<file path="src/rtl/game_pkg.sv">
// Shared game types and constants for the score link: game/mode enums,
// receiver FSM states, frame marker and winning score.
package game_pkg;

    typedef enum logic [1:0] {MENU, KEEPER, SHOOTER, GAME_OVER} g_state;
    typedef enum logic       {SOLO, MULTI} g_mode;

    // state  | meaning
    // IDLE   | not in a multiplayer round, everything held cleared
    // SYNC   | waiting for the first accepted frame from the remote side
    // LINKED | frames arriving within the timeout window
    // LOST   | timeout expired, waiting for any accepted frame
    typedef enum logic [1:0] {IDLE, SYNC, LINKED, LOST} rx_state_t;

    localparam logic [2:0] SCORE_MARKER = 3'b111;
    localparam logic [2:0] WIN_SCORE    = 3'd5;

endpackage

</file>
<file path="src/rtl/score_frame_check.sv">
// Combinational plausibility check of a remote score frame
// {flag, is_scored, score[2:0], marker[2:0]} against the current remote score.
module score_frame_check
    import game_pkg::*;
(
    input  logic [7:0] i_frame,
    input  logic [2:0] i_remote_score,
    output logic       o_valid
);

    logic [2:0] w_score;
    logic [2:0] w_marker;

    assign w_score  = i_frame[5:3];
    assign w_marker = i_frame[2:0];

    // The remote score may only hold or advance by one point per frame.
    assign o_valid = (w_marker == SCORE_MARKER)
                  && (w_score <= WIN_SCORE)
                  && (w_score >= i_remote_score)
                  && ({1'b0, w_score} <= ({1'b0, i_remote_score} + 4'd1));

endmodule

</file>
<file path="src/rtl/score_receiver.sv">
// Remote score receiver with link supervision. Optional SCORE_RX_CONFIRM_EN
// accepts a valid frame only when it repeats the previous valid frame.
module score_receiver
    import game_pkg::*;
#(
    parameter int unsigned TIMEOUT_CYCLES = 65_000_000
) (
    input  logic       clk,
    input  logic       rst,
    input  g_state     game_state,
    input  g_mode      game_mode,
    input  logic [7:0] data_received,
    input  logic       rx_valid,
    output logic       remote_round_done,
    output logic       remote_is_scored,
    output logic [2:0] remote_score,
    output logic       link_ok,
    output logic       frame_error,
    output logic       match_end,
    output logic       match_result
);

    localparam int CW = (TIMEOUT_CYCLES > 1) ? $clog2(TIMEOUT_CYCLES) : 1;
    localparam logic [CW-1:0] CNT_LAST = CW'(TIMEOUT_CYCLES - 1);

    rx_state_t     r_state;
    logic [CW-1:0] r_cnt;
    logic          r_flag_last;
    logic          r_round_done;
    logic          r_is_scored;
    logic [2:0]    r_score;
    logic          r_frame_error;
    logic          r_match_end;

    logic w_active;
    logic w_rx_live;
    logic w_valid;
    logic w_accept;
    logic w_reject;

    assign w_active  = (game_mode == MULTI) && ((game_state == KEEPER) || (game_state == SHOOTER));
    assign w_rx_live = rx_valid && w_active && (r_state != IDLE);

    score_frame_check u_check (
        .i_frame        (data_received),
        .i_remote_score (r_score),
        .o_valid        (w_valid)
    );

`ifdef SCORE_RX_CONFIRM_EN
    logic [7:0] r_prev_frame;
    logic       r_prev_vld;

    assign w_accept = w_rx_live && w_valid && r_prev_vld && (data_received == r_prev_frame);

    always_ff @(posedge clk) begin
        if (rst || !w_active) begin
            r_prev_frame <= 8'd0;
            r_prev_vld   <= 1'b0;
        end else if (w_rx_live && w_valid) begin
            r_prev_frame <= data_received;
            r_prev_vld   <= 1'b1;
        end
    end
`else
    assign w_accept = w_rx_live && w_valid;
`endif

    // An unconfirmed but valid frame is not an error.
    assign w_reject = w_rx_live && !w_valid;

    always_ff @(posedge clk) begin
        if (rst || !w_active) begin
            r_state       <= IDLE;
            r_cnt         <= '0;
            r_flag_last   <= 1'b0;
            r_round_done  <= 1'b0;
            r_is_scored   <= 1'b0;
            r_score       <= 3'd0;
            r_frame_error <= 1'b0;
            r_match_end   <= 1'b0;
        end else begin
            r_round_done  <= 1'b0;
            r_frame_error <= w_reject;

            case (r_state)
                IDLE:        r_state <= SYNC;
                SYNC, LOST:  if (w_accept) r_state <= LINKED;
                LINKED:      if (!w_accept && (r_cnt == CNT_LAST)) r_state <= LOST;
                default:     r_state <= IDLE;
            endcase

            if (w_accept) begin
                r_cnt <= '0;
            end else if (r_cnt != CNT_LAST) begin
                r_cnt <= r_cnt + 1'b1;
            end

            if (w_accept) begin
                r_flag_last  <= data_received[7];
                r_round_done <= data_received[7] && !r_flag_last;
                r_is_scored  <= data_received[6];
                if (!r_match_end) begin
                    r_score <= data_received[5:3];
                end
                if (data_received[5:3] == WIN_SCORE) begin
                    r_match_end <= 1'b1;
                end
            end
        end
    end

    assign remote_round_done = r_round_done;
    assign remote_is_scored  = r_is_scored;
    assign remote_score      = r_score;
    assign link_ok           = (r_state == LINKED);
    assign frame_error       = r_frame_error;
    assign match_end         = r_match_end;
    // The remote reaching the winning score always means the local player lost.
    assign match_result      = 1'b0;

endmodule

</file>
<file path="config.mk">
export PLATFORM = sky130hd
export DESIGN_NAME = score_receiver
export DESIGN_NICKNAME = d
export VERILOG_FILES = /design/src/rtl/game_pkg.sv /design/src/rtl/score_frame_check.sv /design/src/rtl/score_receiver.sv
export SDC_FILE = /design/constraint.sdc
export NUM_CORES = 1
export LEC_CHECK = 0
export ABC_AREA = 1
export BUFFER_PORTS_ARGS = -buffer_cell sky130_fd_sc_hd__buf_4
export CAP_MARGIN = 30
export CORE_UTILIZATION = 58
export DETAILED_ROUTE_END_ITERATION = 7
export PLACE_DENSITY = 0.85
export SLEW_MARGIN = 20
export SYNTH_ARGS = -nofsm -noshare
export SYNTH_HDL_FRONTEND = slang
export SYNTH_SLANG_ARGS = --single-unit
export TNS_END_PERCENT = 10
</file>
<file path="constraint.sdc">
create_clock -name clk -period 2.3 [get_ports clk]
set_input_delay 0.69 -clock clk [delete_from_list [all_inputs] [get_ports clk]]
set_output_delay 0.69 -clock clk [all_outputs]
set_load 0.01 [all_outputs]
</file>
**After elaboration in Yosys (flattened, before gate mapping)**

Cells that the tools add are included.

- Output and inout bits: 9
- Flip-flop bits (word level): 36

- Magnitude comparators: 3
- $add $sub $neg: 2
- Reductions and logical operators: 24
- Bitwise logic cells: 2
- Multiplexer cells: 3
- Equality and inequality tests: 11

Operator list:

| cell | count |
|---|---|
| 26-bit by 1-bit adder with 26-bit output, second input constant | 1 |
| 26-bit == test, second input constant | 1 |
| 26-bit != test, second input constant | 1 |
| 1-bit logical AND | 10 |
| 2-bit == test, second input constant | 3 |
| 3-bit == test, second input constant | 2 |
| 2-bit case mux with 3 select lines | 1 |
| 2-bit AND reduction | 3 |
| 2-bit OR reduction | 3 |
| 3-bit by 1-bit adder with 4-bit output, second input constant | 1 |
| 2-bit by 1-bit == test with 1-bit output, second input constant | 2 |
| 3-bit by 4-bit less-or-equal comparator with 1-bit output | 1 |
| 1-bit logical NOT | 4 |
| 2-bit two-way mux | 2 |
| 3-bit greater-or-equal comparator | 1 |
| 3-bit less-or-equal comparator, second input constant | 1 |
| 2-bit logical NOT | 1 |
| 1-bit logical OR | 2 |
| 2-bit by 1-bit != test with 1-bit output, second input constant | 1 |
| 2-bit != test, second input constant | 1 |
| 1-bit inverter | 2 |
| 2-bit nonzero test | 1 |

**Longest topological paths before layout**

Gate-level depths: netlist (run 1).

- Word-level depth: 10
- Gate-level depth with buffers: 14
- Depth with buffers taken out: 13

**By module**

Synthesis (run 1) repeated with hierarchy kept, for this count alone.

- Cell total of the unflattened synthesis: 326
- Area total of the unflattened synthesis: 2167.1 um2

By module, submodules not included:

| module | area each (um2) | cells an instance | times used | seq. area each (um2) |
|---|---|---|---|---|
| score_receiver | 1964.4 | 295 | 1 | 720.7 |
| score_frame_check | 202.7 | 31 | 1 | 0.0 |

**Least setup slack after synthesis (run 1)**

Ideal clock, no wire load.

- Path type: input-to-reg
- From: in data_received[3]
- To: reg r_cnt[13]
- Data arrival time: 1.867 ns
- Library setup time: 0.125 ns
- Path slack: 0.308 ns
- Stages on the path: 13
- Cell sequence: inv_1 -> ha_1 -> inv_1 -> nand3_1 -> nand3_1 -> nand2_1 -> inv_1 -> nand2_1 -> inv_1 -> nand2_1 -> nand2_2 -> buf_4 -> a21oi_1

- Word-level cells in the longest chain between the ends: 6
- Elaborated cells between the ends (all ways): 8
- Those cells by class: 3 x order compare; 5 x reduce/logical

Ends and longest elaborated chain:

| element | RTL line | source |
|---|---|---|
| from (decl) | score_receiver.sv:12 | `input logic [7:0] data_received,` |
| 3-bit less-or-equal comparator | score_frame_check.sv:19 | `&& (w_score <= WIN_SCORE)` |
| 1-bit logical AND | score_frame_check.sv:19 |  |
| 1-bit logical AND | score_frame_check.sv:20 | `&& (w_score >= i_remote_score)` |
| 1-bit logical AND (*) | score_frame_check.sv:21 | `&& ({1'b0, w_score} <= ({1'b0, i_remote_score} + 4'd1));` |
| 1-bit logical AND (*) | score_receiver.sv:66 | `assign w_accept = w_rx_live && w_valid;` |
| 2-bit OR reduction (no line) (*) | - |  |
| to (signal assigned) | score_receiver.sv:96 | `r_cnt <= r_cnt + 1'b1;` |
| to (decl) | score_receiver.sv:27 | `logic [CW-1:0] r_cnt;` |

Every way passes the cells marked *; elsewhere a longest branch is shown, timed or not.
A chain may end at the register's enable or synchronous reset.

**Final worst setup path (run 1)**

- From: reg r_score[0] (netlist: remote_score[0])
- To: reg r_cnt[2]

- Word-level cells in the longest chain between the ends: 5
- Elaborated cells between the ends (all ways): 7
- Those cells by class: 1 x add/sub; 2 x order compare; 4 x reduce/logical

Ends and longest elaborated chain:

| element | RTL line | source |
|---|---|---|
| from (decl) | score_receiver.sv:31 | `logic [2:0] r_score;` |
| from (signal assigned) | score_receiver.sv:104 | `r_score <= data_received[5:3];` |
| 3-bit by 1-bit adder with 4-bit output or 3-bit greater-or-equal comparator (tied branches) | score_frame_check.sv:21, score_frame_check.sv:20 |  |
| 3-bit by 4-bit less-or-equal comparator with 1-bit output or 1-bit logical AND (tied branches) | score_frame_check.sv:21, score_frame_check.sv:20 |  |
| 1-bit logical AND (*) | score_frame_check.sv:21 |  |
| 1-bit logical AND (*) | score_receiver.sv:66 |  |
| 2-bit OR reduction (no line) (*) | - |  |

Marked as above.

==> results.tsv, run 1 <==
stage	metric	value	unit
run_status	status	completed	
timing	hold slack final	0.438	ns
grt	total track usage	0.286	
grt	total grt overflow	0	
power_and_ir_drop	clock share of power	0.335	
logic_synthesis	post-synth top area cell	dfxtp_1	
power_and_ir_drop	Psw	232	uW
floorplanning	Ports	23	
logic_synthesis	yosys warns	0	
logic_synthesis	largest family of logic cells by synthesized area	simple AND/OR/NAND/NOR gates	
timing	clock period minus final worst setup slack	1.95	ns
drt	WL final	4580	microns
power_and_ir_drop	Max IR drop VDD	343	uV
placed_design	I/O Buffers	21	
logic_synthesis	Syn Area/Cell	6.58	sq um
drt	DRC	0	
floorplanning	row count	21	
drt	DRT iter0 DRCs	177	
logic_synthesis	post-synthesis mux area share	0	
drt	via count	1996	
timing	Hold Vio Cnt, Final	0	
final_layout	fillcell total	304	
setup_path	Worst Setup Path Type	reg2reg	
placed_design	DP Cell Count	379	
timing	Fmax	514	MHz
floorplanning	Initial Util	0.611	
timing	final setup fails	0	
setup_path	crit start category	flop	
final_layout	commonest cells after routing, fill and taps aside	nand2_1 (74), nor2_1 (59), inv_1 (43), dfxtp_1 (36), buf_4 (23)	
logic_synthesis	post-synth cell types	24	
floorplanning	die width	61.5	microns
logic_synthesis	Synth area leaders	dfxtp_1 (35%), nand2_1 (14%), nor2_1 (11%), inv_1 (7.9%), a21oi_1 (4.9%)	
drt	DRT antenna net count	0	
clock_tree	CTS Buf Count	5	
final_layout	diode count	0	
timing	Sum Neg Setup Slack	0	ns
power_and_ir_drop	switching share of power	0.223	
timing	Max Transition Viols Final	0	
logic_synthesis	Post-Synth Simple-Gate Area	0.393	
clock_tree	post-cts sizing count	0	
setup_path	Worst setup EP type	flop	
floorplanning	Core Box Area	0.00336	sq mm
final_layout	Multi-input gate area	0.00115	sq mm
drt	TritonRoute pass-1 iters	4	
clock_tree	clock sink total	36	
logic_synthesis	Yosys reg bits	36	
logic_synthesis	XOR/XNOR share of the synthesized area	0.0469	
floorplanning	die area	0.00378	sq mm
power_and_ir_drop	Leak	0.902	nW
logic_synthesis	mapped cell area	0.00205	sq mm
min_path	Hold Crit Class	reg2reg	
setup_path	Max Fanout on Critical Path	26	
timing	final setup skew	0.00667	ns
drt	post-DR wirelength/cell	11.8	microns
final_layout	Area growth syn-to-layout	13.9	%
logic_synthesis	sequential cell area fraction in the yosys report	0.351	
final_layout	share of layout cells above drive strength 1	0.106	
placed_design	placed wire-length estimate	3620	microns
final_layout	Core Util, Final	0.696	
grt	global-route wire length before repair	7980	microns
power_and_ir_drop	combinational share of power	0.062	
grt	largest net degree at the start of global routing	27	
logic_synthesis	cells after synthesis	312	
clock_tree	# Post-CTS Setup Buffers	0	
logic_synthesis	compound-cell area share of the yosys netlist	0.0676	
power_and_ir_drop	Seq pwr share	0.604	
final_layout	most common cell after layout, fill and taps aside	nand2_1	
logic_synthesis	Adder-Cell Fraction of Synth Area	0.0487	
logic_synthesis	Post-Syn Nets	334	
final_layout	fin area	0.00234	sq mm
clock_tree	Root Driver	clkbuf_4	
clock_tree	clk_lat worst skew	0.33	ns
clock_tree	Clock Pin Slew Worst Setup and Hold Paths	0.10	ns
final_layout	sequential cell area	721	sq um
job	number of max-cap violations	0	
setup_path	WP data required	2.52	ns
setup_path	critical path data arrival time	2.16	ns
power_and_ir_drop	power density over the cells	444	mW/mm^2
timing	final critical-path share of the clock period	0.847	
timing	RSZ-0062 raised after global routing	false	
final_layout	layout net count	362	
clock_tree	TritonCTS clock tree	built	
placed_design	Cell Area, Placed	0.00228	sq mm
clock_tree	hold_buf cts	0	
power_and_ir_drop	Pint	807	uW
placed_design	GPL Wtd Cong	0.937	
logic_synthesis	top-area cell type share of the netlist area	0.351	
final_layout	Non-Filler Instances	387	
drt	Vias/cell	5.16	
clock_tree	CTS HTree Levels	2	
grt	vias in the first global route	1889	
grt	initial antenna violation count	0	
clock_tree	CTS Buffer Depth	2	
floorplanning	Die Y	61.5	microns
worst paths after layout:
check	startpoint	endpoint	slack (ns)	cells past startpoint
worst max-delay path	remote_score[0]$_SDFFE_PP0P_	r_cnt[2]$_SDFFE_PP0N_	0.35	14
worst min-delay path	r_flag_last$_SDFFE_PP0P_	remote_round_done$_SDFF_PP0_	0.44	1
worst max register to register	remote_score[0]$_SDFFE_PP0P_	r_cnt[2]$_SDFFE_PP0N_	0.35	14
worst min register to register	r_flag_last$_SDFFE_PP0P_	remote_round_done$_SDFF_PP0_	0.44	1
power by group through the flow:
stage                     registers, mW  clock network [mW]  logic, mW
final                             0.627               0.348     0.0640
after global routing              0.628               0.387     0.0736
after CTS                         0.627               0.359     0.0641
after detailed placement          0.641                   0     0.0637
after global placement            0.641                   0     0.0617
after floorplan                   0.641                   0     0.0340
sequential cells by signal, summed over array words and instances (netlist names):
register and cells:
frame_error 1, match_end 1, remote_score 3, remote_is_scored 1, remote_round_done 1, r_cnt 26
r_state 2, r_flag_last 1
critical path, cell delays in order (launching register included):
cell	delay [ns]
dfxtp_1	0.37
ha_1	0.29
inv_1	0.04
ha_1	0.28
nand2_1	0.07
nand2_1	0.05
nand2_1	0.05
nand2_1	0.04
nand2_1	0.08
nand2_1	0.07
inv_1	0.07
nand2_1	0.08
nand2_2	0.10
buf_12	0.18
a21oi_1	0.06
Yosys cell counts:
cell,number
nand2_1,74
clkinv_1,1
a21oi_1,20
xnor2_1,6
buf_4,3
or2_0,1
conb_1,1
nand4_1,16
o31ai_1,2
xor2_1,5
nor2_4,2
nand3_4,1
nand2_2,2
nor2_1,59
ha_1,8
dfxtp_1,36
nor3b_1,1
and3_1,1
nor3_1,6
nand3_1,18
a21oi_2,1
inv_1,43
o21ai_0,3
nand3b_1,2
layout make-up:
type | instances | area share
Inverter | 44 | 0.0706
Tap cell | 46 | 0.0246
Timing Repair Buffer | 24 | 0.0823
Sequential cell | 36 | 0.308
Multi-Input combinational cell | 229 | 0.490
Clock buffer | 8 | 0.0251
cells by family after synthesis:
family,count (synthesis)
simple gates,183
flops,36
other cells,1
buf+inv,47
compound gates,26
xor+xnor,11
fa+ha+maj,8
per-layer routing:
| metal | vias to the layer above | GRT usage | share of wire |
|---|---|---|---|
| li1 | 1050 | - | - |
| met1 | 902 | 0.359 | 0.48 |
| met2 | 38 | 0.461 | 0.46 |
| met3 | 6 | 0.0714 | 0.045 |
| met4 | 0 | 0.130 | 0.014 |
| met5 | - | 0 | 0 |
per-stage QoR:
stage,worst slack [ns],total power [mW]
floorplan,0.308,0.675
global placement,0.238,0.703
detailed placement,0.141,0.705
CTS,0.359,1.05
global route,0.142,1.09
finish,0.353,1.04
No activity file was read; power rests on OpenSTA's default activity.
==> inputs of run 2 (changes only) <==
- ABC_AREA: 1 -> 0
- CORE_UTILIZATION: 58 -> 52
- PLACE_DENSITY: 0.85 -> 0.81
- clock period: 2.3 -> 1.65 ns (I/O delays scaled with it)
==> run 2 against run 1 <==
Compared with the run above: total power increased by 67%; register-to-register slack got worse by 0.87 ns; global-route usage up 5.2 points; routed wire length is 46% higher; the run now ends with setup timing left; maximum frequency fell by 10%; count of clock-buffer cells in the layout unchanged; sequential cell count unchanged; clock power up 110%; largest cell class unchanged; critical path type unchanged.
==> results.tsv, run 2 <==
stage	metric	value	unit	change
run_status	status	finished with violations		was completed
run_status	violated checks	setup timing		
final_layout	layout net count	318		was 362
setup_path	crit start category	flop		unchanged
final_layout	commonest cells after routing, fill and taps aside	buf_4 (73), dfxtp_1 (29), nand2_1 (24), nor3_1 (15)		was nand2_1 (74), nor2_1 (59), inv_1 (43), dfxtp_1 (36), buf_4 (23)
logic_synthesis	compound-cell area share of the yosys netlist	0.167		was 0.0676
placed_design	I/O Buffers	21		unchanged
floorplanning	Core Box Area	0.00366	sq mm	was 0.00336 sq mm
clock_tree	Root Driver	clkbuf_8		was clkbuf_4
timing	Hold Vio Cnt, Final	0		unchanged
logic_synthesis	Synth Flop Type	dfxtp_1		unchanged
timing	final setup fails	36		was 0
setup_path	Worst Setup Path Type	reg2reg		unchanged
final_layout	diode count	0		unchanged
grt	largest net degree at the start of global routing	30		was 27
drt	DRC	0		unchanged
logic_synthesis	Syn Area/Cell	8.81	sq um	was 6.58 sq um
drt	WL final	6700	microns	was 4580 microns
setup_path	WP data required	1.89	ns	was 2.52 ns
timing	Max transition margin	0.668		
final_layout	Non-Filler Instances	345		was 387
timing	Sum Neg Setup Slack	-16.48	ns	was 0 ns
grt	met1 Usage GRT	0.359		about the same
placed_design	GPL Wtd Cong	0.867		was 0.937
logic_synthesis	Post-Syn Nets	246		was 334
logic_synthesis	Synth area leaders	dfxtp_1 (37%), ha_1 (5.1%), nand2_1 (4.8%), a211oi_1 (4.6%), xnor2_1 (4.4%)		was dfxtp_1 (35%), nand2_1 (14%), nor2_1 (11%), inv_1 (7.9%), a21oi_1 (4.9%)
logic_synthesis	Yosys reg bits	36		unchanged
grt	grt met3 use	0.0779		was 0.0714
floorplanning	Initial Util	0.539		was 0.611
logic_synthesis	top-area cell type share of the netlist area	0.365		was 0.351
grt	met2 GRT Util	0.598		was 0.461
floorplanning	Ports	23		unchanged
drt	Vias/cell	6.17		was 5.16
logic_synthesis	most frequent cell after synthesis	dfxtp_1		was nand2_1
logic_synthesis	mapped cell area	0.00197	sq mm	was 0.00205 sq mm
timing	Fmax	461	MHz	was 514 MHz
job	number of max-cap violations	0		unchanged
setup_path	Max Fanout on Critical Path	7		was 26
setup_path	critical path data arrival time	2.41	ns	was 2.16 ns
logic_synthesis	sequential cell area fraction in the yosys report	0.365		was 0.351
final_layout	most common cell after layout, fill and taps aside	buf_4		was nand2_1
floorplanning	die area	0.00405	sq mm	was 0.00378 sq mm
final_layout	Top reg by flops	r_cnt		unchanged
final_layout	max FFs per register	26		unchanged
clock_tree	clock sink total	36		unchanged
logic_synthesis	XOR/XNOR share of the synthesized area	0.0488		was 0.0469
drt	DRT antenna net count	0		unchanged
logic_synthesis	Post-synth EDFFs	0		unchanged
final_layout	Area growth syn-to-layout	48.4	%	was 13.9%
power_and_ir_drop	Leak	1.02	nW	was 0.902 nW
power_and_ir_drop	Max IR drop VDD	792	uV	was 343 uV
clock_tree	hold_buf cts	0		unchanged
logic_synthesis	post-synth cell types	50		was 24
logic_synthesis	post-synth top area cell	dfxtp_1		unchanged
min_path	Hold Crit Class	in2reg		was reg2reg
timing	Worst-Margin Slew	0.496	ns	
grt	total grt overflow	0		unchanged
drt	post-DR wirelength/cell	19.4	microns	was 11.8 microns
timing	final critical-path share of the clock period	1.31		was 0.847
grt	global-route wire length before repair	10300	microns	was 7980 microns
clock_tree	clk_lat worst skew	0.31	ns	was 0.33 ns
floorplanning	row count	22		was 21
drt	DRT iter0 DRCs	225		was 177
logic_synthesis	Post-Synth Simple-Gate Area	0.298		was 0.393
grt	initial antenna violation count	0		unchanged
logic_synthesis	Adder-Cell Fraction of Synth Area	0.0507		was 0.0487
drt	TritonRoute pass-1 iters	4		unchanged
clock_tree	Clock Pin Slew Worst Setup and Hold Paths	0.08	ns	was 0.10 ns
clock_tree	CTS Buf Count	5		unchanged
grt	total track usage	0.338		was 0.286
power_and_ir_drop	power density over the cells	593	mW/mm^2	was 444 mW/mm^2
logic_synthesis	post-synthesis mux area share	0.0253		was 0
logic_synthesis	yosys warns	0		unchanged
grt	GRT busiest layer	met2		unchanged
timing	Max Transition Viols Final	0		unchanged
timing	worst setup margin	-0.518	ns	was 0.353 ns
logic_synthesis	top cells by count, synth	dfxtp_1 (36), nand2_1 (25), nor3_1 (15)		was nand2_1 (74), nor2_1 (59), inv_1 (43)
clock_tree	TritonCTS clock tree	built		unchanged
placed_design	placed wire-length estimate	3950	microns	was 3620 microns
final_layout	fillcell total	218		was 304
logic_synthesis	largest family of logic cells by synthesized area	simple AND/OR/NAND/NOR gates		unchanged
final_layout	share of layout cells above drive strength 1	0.448		was 0.106
placed_design	DP Cell Count	335		was 379
timing	final setup skew	0.0108	ns	was 0.00667 ns
clock_tree	CTS Buffer Depth	2		unchanged
logic_synthesis	fraction of registers with async set/reset	0		unchanged
floorplanning	die width	63.6	microns	was 61.5 microns
grt	vias in the first global route	2236		was 1889
clock_tree	CTS HTree Levels	2		unchanged
setup_path	Worst setup EP type	flop		unchanged
timing	RSZ-0062 raised after global routing	true		was false
logic_synthesis	cells after synthesis	224		was 312
drt	via count	2129		was 1996
floorplanning	Die Y	63.6	microns	was 61.5 microns
timing	clock period minus final worst setup slack	2.17	ns	was 1.95 ns
[run 2: cell families (layout without fill, tap and decap cells)]
logic type | after synthesis | in the layout
and+or+nand+nor | 97 | 97
AOI/OAI and AO/OA | 45 | 45
DFF | 36 | 36
buffers and inverters | 21 | 94
xor gates and xnor gates | 11 | 11
adders and majority gates | 8 | 8
muxes | 5 | 5
other | 1 | 1
[run 2: path summary, 6_finish.rpt]
kind,end,cells after the start,from,slack (ns)
hold reg to reg,r_flag_last$_SDFFE_PP0P_,2,r_flag_last$_SDFFE_PP0P_,0.49
setup reg to reg,r_flag_last$_SDFFE_PP0P_,8,remote_score[1]$_SDFFE_PP0P_,-0.52
hold / removal,r_flag_last$_SDFFE_PP0P_,3,data_received[7],0.48
setup / recovery,r_flag_last$_SDFFE_PP0P_,8,remote_score[1]$_SDFFE_PP0P_,-0.52
[run 2: power breakdown]
part           leakage (nW)  total [mW]  internal, mW  switching [mW]
combinational         0.674       0.140        0.0673          0.0731
clock                0.0515       0.729         0.382           0.347
sequential            0.295       0.868         0.865         0.00337
total                  1.02        1.74          1.31           0.424
[run 2: worst max-delay path: stages (launching register included)]
cell,delay (ns)
dfxtp_4,0.36
ha_4,0.17
xnor2_4,0.13
ha_4,0.30
and3_4,0.19
a31oi_4,0.06
a211oi_4,0.49
buf_6,0.19
mux2i_1,0.19
[run 2: routing by layer]
metal,vias up,routed length (microns),part of all wire
li1,974,-,-
met1,1033,2640,0.39
met2,97,3390,0.51
met3,25,422,0.063
met4,0,247,0.037
met5,-,0,0
[run 2: what timing repair did]
action,4_1_cts,5_1_grt
endpoints found under the setup margin,36,37
resized for setup,16,13
pin swaps,6,2
setup buffers,2,0
[run 2: layout make-up]
type	count	area, sq um	area share
clock buffers	8	100	0.0342
repair buffers	77	602	0.205
inverters	9	33.8	0.0115
well taps	48	60.1	0.0205
multi-input cells	167	1400	0.476
flip-flops and latches	36	739	0.252
[run 2: through the flow]
step | cell area (sq um) | setup slack, ns | hold slack [ns] | util | total power, mW
after CTS | 2870 | -0.392 | 0.461 | 0.784 | 1.71
final | 2930 | -0.518 | 0.479 | 0.800 | 1.74
after global routing | 2930 | -0.555 | 0.483 | 0.800 | 1.77
after detailed placement | 2660 | -0.613 | 0.451 | 0.727 | 1.01
after global placement | 2660 | -0.537 | 0.440 | 0.727 | 1.00
after floorplan | 2080 | -0.313 | 0.431 | - | 0.948
==> inputs of run 3 (changes only) <==
- clock period: 1.65 -> 1.95 ns (I/O delays scaled with it)
==> run 3 against run 2 <==
Compared with the run above: global-route usage down 3.4 points; die area unchanged; combinational power shrank 15%; count of clock-buffer cells in the layout is 1 lower; the flow still finishes with violations (setup timing); design area decreased by 2.3%; largest power group unchanged; clock power is 33% lower.
==> results.tsv, run 3 (synthesized netlist as in run 2, its figures left out) <==
stage	metric	value	unit	change
setup_path	WP data required	2.13	ns	was 1.89 ns
min_path	Hold Crit Class	reg2reg		was in2reg
final_layout	commonest cells after routing, fill and taps aside	buf_4 (61), dfxtp_1 (29), nand2_1 (25), nor3_1 (10)		was buf_4 (73), dfxtp_1 (29), nand2_1 (24), nor3_1 (15)
timing	clock period minus final worst setup slack	2.12	ns	was 2.17 ns
clock_tree	CTS Buf Count	5		unchanged
timing	final setup fails	33		was 36
drt	WL final	5760	microns	was 6700 microns
timing	final critical-path share of the clock period	1.08		was 1.31
final_layout	layout net count	308		was 318
setup_path	critical path data arrival time	2.30	ns	was 2.41 ns
floorplanning	Ports	23		unchanged
drt	DRT iter0 DRCs	87		was 225
final_layout	diode count	0		unchanged
floorplanning	Die Y	63.6	microns	unchanged
placed_design	DP Cell Count	324		was 335
clock_tree	CTS HTree Levels	2		unchanged
grt	global-route wire length before repair	9450	microns	was 10300 microns
setup_path	Worst setup EP type	flop		unchanged
clock_tree	clock sink total	36		unchanged
final_layout	Top reg by flops	r_cnt		unchanged
placed_design	GPL Wtd Cong	0.822		was 0.867
floorplanning	die width	63.6	microns	unchanged
setup_path	Worst Setup Path Type	reg2reg		unchanged
final_layout	share of layout cells above drive strength 1	0.427		was 0.448
min_path	worst hold path cell count	2		was 3
run_status	status	finished with violations		unchanged
drt	via count	2015		was 2129
power_and_ir_drop	Max IR drop VDD	393	uV	was 792 uV
final_layout	Area growth syn-to-layout	45.0	%	was 48.4%
timing	final setup skew	0.00727	ns	was 0.0108 ns
floorplanning	die area	0.00405	sq mm	unchanged
timing	RSZ-0062 raised after global routing	true		unchanged
setup_path	crit start category	flop		unchanged
drt	TritonRoute pass-1 iters	4		unchanged
grt	total grt overflow	0		unchanged
clock_tree	hold_buf cts	0		unchanged
final_layout	Non-Filler Instances	334		was 345
run_status	violated checks	setup timing		unchanged
final_layout	most common cell after layout, fill and taps aside	buf_4		unchanged
drt	Vias/cell	6.03		was 6.17
floorplanning	row count	22		unchanged
grt	vias in the first global route	2022		was 2236
clock_tree	Root Driver	clkbuf_8		unchanged
final_layout	fillcell total	213		was 218
power_and_ir_drop	Leak	0.948	nW	was 1.02 nW
drt	DRC	0		unchanged
timing	Max Transition Viols Final	0		unchanged
grt	largest net degree at the start of global routing	12		was 30
drt	post-DR wirelength/cell	17.3	microns	was 19.4 microns
placed_design	placed wire-length estimate	3690	microns	was 3950 microns
grt	initial antenna violation count	0		unchanged
final_layout	Core Util, Final	0.782		was 0.800
final_layout	max FFs per register	26		unchanged
setup_path	Max Fanout on Critical Path	5		was 7
floorplanning	Core Box Area	0.00366	sq mm	unchanged
floorplanning	Initial Util	0.539		unchanged
clock_tree	TritonCTS clock tree	built		unchanged
timing	worst setup margin	-0.166	ns	was -0.518 ns
clock_tree	clk_lat worst skew	0.28	ns	was 0.31 ns
grt	total track usage	0.304		was 0.338
drt	DRT antenna net count	0		unchanged
timing	Hold Vio Cnt, Final	0		unchanged
clock_tree	Clock Pin Slew Worst Setup and Hold Paths	0.07	ns	was 0.08 ns
setup_path	cells on worst reg2reg path	9		was 8
power_and_ir_drop	power density over the cells	469	mW/mm^2	was 593 mW/mm^2
timing	Fmax	473	MHz	was 461 MHz
placed_design	I/O Buffers	21		unchanged
clock_tree	CTS Buffer Depth	2		unchanged
job	number of max-cap violations	0		unchanged
[run 3: timing repair]
action | CTS | global route
endpoints found under the setup margin | 31 | 35
pin swaps | 9 | 6
resized for setup | 25 | 5
buffers inserted | 2 | 0
gates cloned | 2 | 0
[run 3: metrics by stage]
| step | setup TNS, ns | setup slack (ns) | hold WS, ns | total power [mW] | area [sq um] |
|---|---|---|---|---|---|
| 2_1_floorplan | -0.0375 | -0.0128 | 0.431 | 0.803 | 2080 |
| 3_3_place_gp | -4.64 | -0.216 | 0.444 | 0.850 | 2580 |
| 3_5_place_dp | -6.14 | -0.340 | 0.458 | 0.855 | 2580 |
| 4_1_cts | -1.57 | -0.107 | 0.467 | 1.34 | 2870 |
| 5_1_grt | -4.25 | -0.253 | 0.489 | 1.40 | 2860 |
| 6_report | -2.69 | -0.166 | 0.465 | 1.34 | 2860 |
[run 3: final timing paths]
| check | start | to | slack (ns) |
|---|---|---|---|
| min reg2reg | r_flag_last$_SDFFE_PP0P_ | r_flag_last$_SDFFE_PP0P_ | 0.47 |
| max | remote_score[0]$_SDFFE_PP0P_ | r_cnt[2]$_SDFFE_PP0N_ | -0.17 |
| max reg2reg | remote_score[0]$_SDFFE_PP0P_ | r_cnt[2]$_SDFFE_PP0N_ | -0.17 |
| min | r_flag_last$_SDFFE_PP0P_ | r_flag_last$_SDFFE_PP0P_ | 0.47 |
[run 3: worst max-delay path, cell delays in order, from the launching register on]
cell	delay [ns]
dfxtp_4	0.36
ha_4	0.17
xnor2_4	0.15
ha_4	0.24
and3_4	0.18
a31oi_4	0.24
a211oi_4	0.12
buf_6	0.16
buf_16	0.13
nor4_1	0.26
[run 3: report_power, final]
group          switching (mW)  internal, mW
combinational          0.0594        0.0592
clock                   0.241         0.246
sequential            0.00289         0.734
total                   0.303          1.04
[run 3: final cells by class]
cell class	count	area, sq um	share of cell area
Inverter	9	33.8	0.0118
Multi-Input combinational cell	167	1390	0.485
Tap cell	48	60.1	0.0210
Timing Repair Buffer	67	567	0.198
Sequential cell	36	737	0.257
Clock buffer	7	76.3	0.0267
[run 3: routing by layer]
metal / track usage / wire length, microns / vias up
met5: 0 / 0 / -
met4: 0.145 / 142 / 0
met3: 0.0688 / 272 / 16
met2: 0.516 / 2840 / 69
met1: 0.357 / 2500 / 970
li1: - / - / 960
